**src/rtl/uart_pkg.sv**
```systemverilog
// Shared definitions for the UART transmit path: parity modes, FSM encoding,
// and the occupancy-counter width helper.
package uart_pkg;
  localparam int PAR_NONE = 0;
  localparam int PAR_EVEN = 1;
  localparam int PAR_ODD  = 2;

  typedef enum logic [2:0] {
    ST_IDLE,
    ST_START,
    ST_DATA,
    ST_PARITY,
    ST_STOP
  } tx_state_e;

  // Occupancy needs one more code than the depth so full and empty differ.
  function automatic int cnt_w(input int depth);
    return $clog2(depth + 1);
  endfunction
endpackage

```
**src/rtl/uart_tx_fifo_sync_fifo.sv**
```systemverilog
// Single-clock FIFO with registered occupancy, full and empty flags.
module sync_fifo import uart_pkg::*; #(
  parameter int WIDTH = 8,
  parameter int DEPTH = 16,
  localparam int AW = $clog2(DEPTH),
  localparam int CW = cnt_w(DEPTH)
) (
  input  logic             clk,
  input  logic             areset,
  input  logic             push,
  input  logic             pop,
  input  logic [WIDTH-1:0] wdata,
  output logic [WIDTH-1:0] rdata,
  output logic [CW-1:0]    count,
  output logic             full,
  output logic             empty
);
  logic [WIDTH-1:0] mem_q [DEPTH];
  logic [AW-1:0]    wr_ptr_q, rd_ptr_q;
  logic [CW-1:0]    count_q, count_d;
  logic             full_q, empty_q;
  logic             push_ok, pop_ok;

  // Acceptance is judged on the pre-edge flags, so a push into a full FIFO
  // is refused even if a pop frees a slot on the same edge.
  assign push_ok = push && !full_q;
  assign pop_ok  = pop && !empty_q;

  always_comb begin
    count_d = count_q;
    case ({push_ok, pop_ok})
      2'b10:   count_d = count_q + 1'b1;
      2'b01:   count_d = count_q - 1'b1;
      default: count_d = count_q;
    endcase
  end

  always_ff @(posedge clk) begin
    if (push_ok) mem_q[wr_ptr_q] <= wdata;
  end

  always_ff @(posedge clk or negedge areset) begin
    if (!areset) begin
      wr_ptr_q <= '0;
      rd_ptr_q <= '0;
      count_q  <= '0;
      full_q   <= 1'b0;
      empty_q  <= 1'b1;
    end else begin
      if (push_ok) wr_ptr_q <= wr_ptr_q + 1'b1;
      if (pop_ok)  rd_ptr_q <= rd_ptr_q + 1'b1;
      count_q <= count_d;
      full_q  <= (count_d == CW'(DEPTH));
      empty_q <= (count_d == '0);
    end
  end

  assign rdata = mem_q[rd_ptr_q];
  assign count = count_q;
  assign full  = full_q;
  assign empty = empty_q;
endmodule

```
**src/rtl/uart_tx_fifo.sv**
```systemverilog
// Buffered UART transmitter: FIFO feeding a start/data/parity/stop serializer
// with a sticky overflow flag. Every output is a flop.
module uart_tx_fifo import uart_pkg::*; #(
  parameter int DATA_W       = 8,
  parameter int FIFO_DEPTH   = 16,
  parameter int CLKS_PER_BIT = 434,
  parameter int PARITY       = 0,
  parameter int STOP_BITS    = 1,
  localparam int CW = cnt_w(FIFO_DEPTH)
) (
  input  logic              clk,
  input  logic              areset,
  input  logic              wr_en,
  input  logic [DATA_W-1:0] wr_data,
  input  logic              clr_ovf,
  output logic              full,
  output logic              empty,
  output logic [CW-1:0]     count,
  output logic              overflow,
  output logic              busy,
  output logic              tx_done,
  output logic              tx
);
  localparam int BW = $clog2(CLKS_PER_BIT);
  localparam int IW = 3;

  tx_state_e         state_q, state_d;
  logic [BW-1:0]     baud_q, baud_d;
  logic [IW-1:0]     bit_q, bit_d;
  logic [DATA_W-1:0] shift_q, shift_d, fifo_rdata;
  logic              par_q, par_d, tx_q, tx_d, busy_q, busy_d, done_q, done_d;
  logic              ovf_q, ovf_d, pop, load, baud_last;

  sync_fifo #(.WIDTH(DATA_W), .DEPTH(FIFO_DEPTH)) u_fifo (
    .clk   (clk),
    .areset(areset),
    .push  (wr_en),
    .pop   (pop),
    .wdata (wr_data),
    .rdata (fifo_rdata),
    .count (count),
    .full  (full),
    .empty (empty)
  );

  assign baud_last = (baud_q == BW'(CLKS_PER_BIT - 1));
  // A dropped write outranks a clear on the same edge.
  assign ovf_d = (wr_en && full) ? 1'b1 : (clr_ovf ? 1'b0 : ovf_q);

  always_comb begin
    state_d = state_q;
    baud_d  = baud_q;
    bit_d   = bit_q;
    shift_d = shift_q;
    par_d   = par_q;
    tx_d    = tx_q;
    pop     = 1'b0;
    load    = 1'b0;
    case (state_q)
      ST_IDLE: begin
        tx_d = 1'b1;
        load = !empty;
      end
      ST_START: begin
        if (baud_last) begin
          baud_d  = '0;
          bit_d   = '0;
          state_d = ST_DATA;
          tx_d    = shift_q[0];
        end else baud_d = baud_q + 1'b1;
      end
      ST_DATA: begin
        if (baud_last) begin
          baud_d = '0;
          if (bit_q == IW'(DATA_W - 1)) begin
            bit_d = '0;
            if (PARITY != PAR_NONE) begin
              state_d = ST_PARITY;
              tx_d    = par_q;
            end else begin
              state_d = ST_STOP;
              tx_d    = 1'b1;
            end
          end else begin
            bit_d   = bit_q + 1'b1;
            shift_d = shift_q >> 1;
            tx_d    = shift_q[1];
          end
        end else baud_d = baud_q + 1'b1;
      end
      ST_PARITY: begin
        if (baud_last) begin
          baud_d  = '0;
          bit_d   = '0;
          state_d = ST_STOP;
          tx_d    = 1'b1;
        end else baud_d = baud_q + 1'b1;
      end
      ST_STOP: begin
        if (baud_last) begin
          baud_d = '0;
          if (bit_q == IW'(STOP_BITS - 1)) begin
            if (!empty) load = 1'b1;
            else begin
              state_d = ST_IDLE;
              tx_d    = 1'b1;
            end
          end else bit_d = bit_q + 1'b1;
        end else baud_d = baud_q + 1'b1;
      end
      default: state_d = ST_IDLE;
    endcase
    // Frame data and its parity are captured at pop time only.
    if (load) begin
      pop     = 1'b1;
      shift_d = fifo_rdata;
      par_d   = (^fifo_rdata) ^ (PARITY == PAR_ODD);
      baud_d  = '0;
      state_d = ST_START;
      tx_d    = 1'b0;
    end
    busy_d = (state_d != ST_IDLE);
    // Registered pulse must already be high during the last stop cycle.
    done_d = (state_d == ST_STOP) && (baud_d == BW'(CLKS_PER_BIT - 1)) &&
             (bit_d == IW'(STOP_BITS - 1));
  end

  always_ff @(posedge clk or negedge areset) begin
    if (!areset) begin
      state_q <= ST_IDLE;
      baud_q  <= '0;
      bit_q   <= '0;
      shift_q <= '0;
      par_q   <= 1'b0;
      tx_q    <= 1'b1;
      busy_q  <= 1'b0;
      done_q  <= 1'b0;
      ovf_q   <= 1'b0;
    end else begin
      state_q <= state_d;
      baud_q  <= baud_d;
      bit_q   <= bit_d;
      shift_q <= shift_d;
      par_q   <= par_d;
      tx_q    <= tx_d;
      busy_q  <= busy_d;
      done_q  <= done_d;
      ovf_q   <= ovf_d;
    end
  end

  assign tx       = tx_q;
  assign busy     = busy_q;
  assign tx_done  = done_q;
  assign overflow = ovf_q;
endmodule

```
**config.mk**
```make
export PLATFORM = sky130hd
export DESIGN_NAME = uart_tx_fifo
export DESIGN_NICKNAME = d
export VERILOG_FILES = /design/src/rtl/uart_pkg.sv /design/src/rtl/uart_tx_fifo_sync_fifo.sv /design/src/rtl/uart_tx_fifo.sv
export SDC_FILE = /design/constraint.sdc
export NUM_CORES = 1
export LEC_CHECK = 0
export ABC_AREA = 1
export CAP_MARGIN = 30
export CORE_MARGIN = 2
export CORE_UTILIZATION = 55
export CTS_BUF_LIST = sky130_fd_sc_hd__clkbuf_16
export DETAILED_ROUTE_END_ITERATION = 7
export PLACE_DENSITY_LB_ADDON = 0.1
export SYNTH_ARGS = -nofsm -noshare
export SYNTH_HDL_FRONTEND = slang
export SYNTH_HIERARCHICAL = 1
export SYNTH_SLANG_ARGS = --single-unit
export TNS_END_PERCENT = 1
```
**constraint.sdc**
```tcl
create_clock -name clk -period 5.2 [get_ports clk]
set_clock_uncertainty 0.1 [all_clocks]
set_input_delay 0.52 -clock clk [delete_from_list [all_inputs] [get_ports clk]]
set_output_delay 0.52 -clock clk [all_outputs]
set_load 0.05 [all_outputs]
```
==> impl_metrics.env <==
export IMPL_syn_area_um2=7670
export IMPL_rsz0062_at_grt="false"
export IMPL_ir_worst_vdd_mv=0.293
export IMPL_dr_first_iter_drc_count=454
export IMPL_grt_pass1_wl_mm=26.4
export IMPL_arrival_ns=3.73
export IMPL_num_io_pins=23
export IMPL_nets=767
export IMPL_synth_distinct_cells=39
export IMPL_ctsResizeCount=0
export IMPL_hp_class="in2async"
export IMPL_post_drt_wl_per_cell_um=17.4
export IMPL_avgSynthCellArea_um2=10.6
export IMPL_clock_tree_root_cell="clkbuf_16"
export IMPL_worstSetupPathType="reg2reg"
export IMPL_fin_ws_ns=1.72
export IMPL_synthesis_nets=748
export IMPL_fp_dieH_um=122
export IMPL_tightest_slew_ns=0.994
export IMPL_dr_pass1_iters=5
export IMPL_synth_area_top_cells="edfxtp_1, dfrtp_1, nor2_1"
export IMPL_htreeDepth=4
export IMPL_fp_row_count=43
export IMPL_grt_pass1_vias=5112
export IMPL_max_slew_margin_pct=33.7
export IMPL_max_cap_violations=0
export IMPL_leakage_uw=0.00325
export IMPL_worstSkewPairLatency_ns=0.42
export IMPL_port_buffers=22
export IMPL_clockBufferDepth=2
export IMPL_powerDensity_nw_per_um2=536
export IMPL_syn2layout_area_growth_pct=11.7
export IMPL_drc=0
export IMPL_layout_drive_gt1_share_pct=10.7
export IMPL_fp_dieW_um=122
export IMPL_vias_per_cell=5.62
export IMPL_r2r_start="baud_q[1]$_DFF_PN0_"
export IMPL_syn_inst=723
export IMPL_max_freq_mhz=287
export IMPL_dieArea_um2=14900
export IMPL_finalSetupViolations=0
export IMPL_grt_start_max_net_pins=69
export IMPL_finalHoldViolCount=0
export IMPL_antenna_found_initial=0
export IMPL_pre_cts_slack_ns=1.74
export IMPL_end_kind="register"
export IMPL_clk_pin_slew_ns=0.06
export IMPL_status="finished clean"
export IMPL_track_usage_pct=24.0
export IMPL_routabilityCongestion=0.903
export IMPL_crit_start="baud_q[1]$_DFF_PN0_"
export IMPL_place_hpwl_mm=10.1
export IMPL_start_kind="register"
export IMPL_finalCriticalPeriod_ns=3.48
export IMPL_drt_wl_total_mm=16.2
export IMPL_maxSlewViolCount=0
export IMPL_globalRouteOverflowTotal=0
export IMPL_required_ns=5.45
export IMPL_coreArea_um2=13800
export IMPL_cp_max_fo=15
export IMPL_ys_seq_area_share_pct=63.8
export IMPL_timing_final_crit_share_pct=67.0
export IMPL_start_util_pct=55.7
export IMPL_numClockSinks=170
export IMPL_synth_top_cell_area_share_pct=50.1
export IMPL_finalSetupTns_ns=0
export IMPL_cts_tree="done"
export IMPL_fin_util_pct=62.2
export IMPL_yosysTopAreaCell="edfxtp_1"
export IMPL_ys_seq_elements=170
export IMPL_power_uw=4590
export IMPL_ant_nets=0
export IMPL_synth_warnings=6
export IMPL_numCtsBuffers=17
export IMPL_antenna_cells=0
export IMPL_num_vias=5255
metrics by stage:
step / std cells / area [um^2] / hold WS, ns
floorplan: 723 / 7670 / 0.124
global placement: 901 / 7960 / 0.364
detailed placement: 902 / 7980 / 0.251
CTS: 935 / 8570 / 0.330
global route: 935 / 8570 / 0.365
finish: 935 / 8570 / 0.350
layer usage:
metal	up-vias	global-route usage [%]	wire length, um
met5	-	0	0
met3	35	4.68	875
met4	0	12.4	471
met2	163	38.1	7860
li1	2519	-	-
met1	2538	31.6	7040
synthesized netlist by cell type (all sizes together):
master	count
a211oi	1
a21oi	1
a31oi	1
buf	18
clkbuf	8
clkinv	1
dfrtp	40
dfstp	2
edfxtp	128
ha	13
inv	60
mux2	1
nand2	117
nand3	38
nand3b	1
nand4	7
nor2	151
nor3	3
o211ai	35
o21ai	83
o221ai	1
o22ai	1
or2	1
xnor2	2
xor2	9
where the power goes:
part,total (uW),internal (uW),switching (uW)
clock network,1210,706,509
registers,1850,1690,160
logic,1520,468,1050
total,4590,2870,1720
final cells by class:
type,count,area (um^2)
well taps,180,225
inverters,61,231
flip-flops and latches,170,4900
repair buffers,26,260
clock buffers,17,425
clock inverters,15,151
fillers,1110,5200
multi-input cells,466,2370
kinds of logic (layout without fill, tap and decap cells):
kind of cell               Yosys count  in the layout  synth area share (%)
xor gates and xnor gates            11             11                  1.26
DFF                                170            170                  63.8
AOI/OAI and AO/OA                  123            123                  9.46
muxes                                1              1                 0.147
and+or+nand+nor                    318            318                  18.0
buffers and inverters               87            119                  5.20
adders and majority gates           13             13                  2.12
state kept, by name, indices dropped and copies added (netlist names):
| register | count |
|---|---|
| u_fifo/mem_q | 128 |
| u_fifo/count | 5 |
| bit_q | 3 |
| u_fifo/full | 1 |
| u_fifo/empty | 1 |
| tx_done | 1 |
| u_fifo/wr_ptr_q | 4 |
| u_fifo/rd_ptr_q | 4 |
| shift_q | 8 |
| baud_q | 9 |
| busy | 1 |
| overflow | 1 |
| tx | 1 |
| state_q | 3 |
final timing paths:
check | end | slack [ns] | depth (start not counted)
worst max-delay path | u_fifo/full$_DFF_PN0_ | 1.72 | 21
max in group asynchronous | tx$_DFFE_PN1P_ | 4.16 | 3
min in group clk | tx$_DFFE_PN1P_ | 0.39 | 2
worst min register to register | tx$_DFFE_PN1P_ | 0.39 | 2
worst max register to register | u_fifo/full$_DFF_PN0_ | 1.72 | 21
worst min-delay path | u_fifo/count[2]$_DFF_PN0_ | 0.35 | 2
critical path: stages (launching register included):
cell,delay [ns]
dfrtp_1,0.42
inv_1,0.07
ha_1,0.16
nand2_1,0.07
nor2_2,0.15
nand3_1,0.11
nand2_2,0.09
nand2_4,0.11
inv_2,0.19
inv_1,0.06
nor2_1,0.33
ha_1,0.35
nand2_1,0.07
inv_1,0.09
nor2_2,0.05
ha_1,0.28
nand2_2,0.08
nand2_2,0.05
or2_0,0.21
nor2_1,0.13
nand3_1,0.11
nor2_1,0.11
repair_timing:
action / 4_1_cts / 5_1_grt
endpoints found under the setup margin: 0 / 0
buffers inserted: 0 / 0
hold buffers: 1 / 0
endpoints found under the hold margin: 4 / 0
placed cells by master, fill, tap and decap left out, types with 10 or more instances in the layout:
master,synthesis,routed
clkbuf_16,0,17
clkdlybuf4s50_1,0,21
dfrtp_1,40,38
edfxtp_1,128,128
ha_1,13,13
inv_1,50,51
nand2_1,104,104
nand2_2,10,10
nand3_1,34,34
nor2_1,140,140
o211ai_1,33,33
o21ai_0,55,55
o21ai_1,27,27
Power figures use the tool's default switching activity.
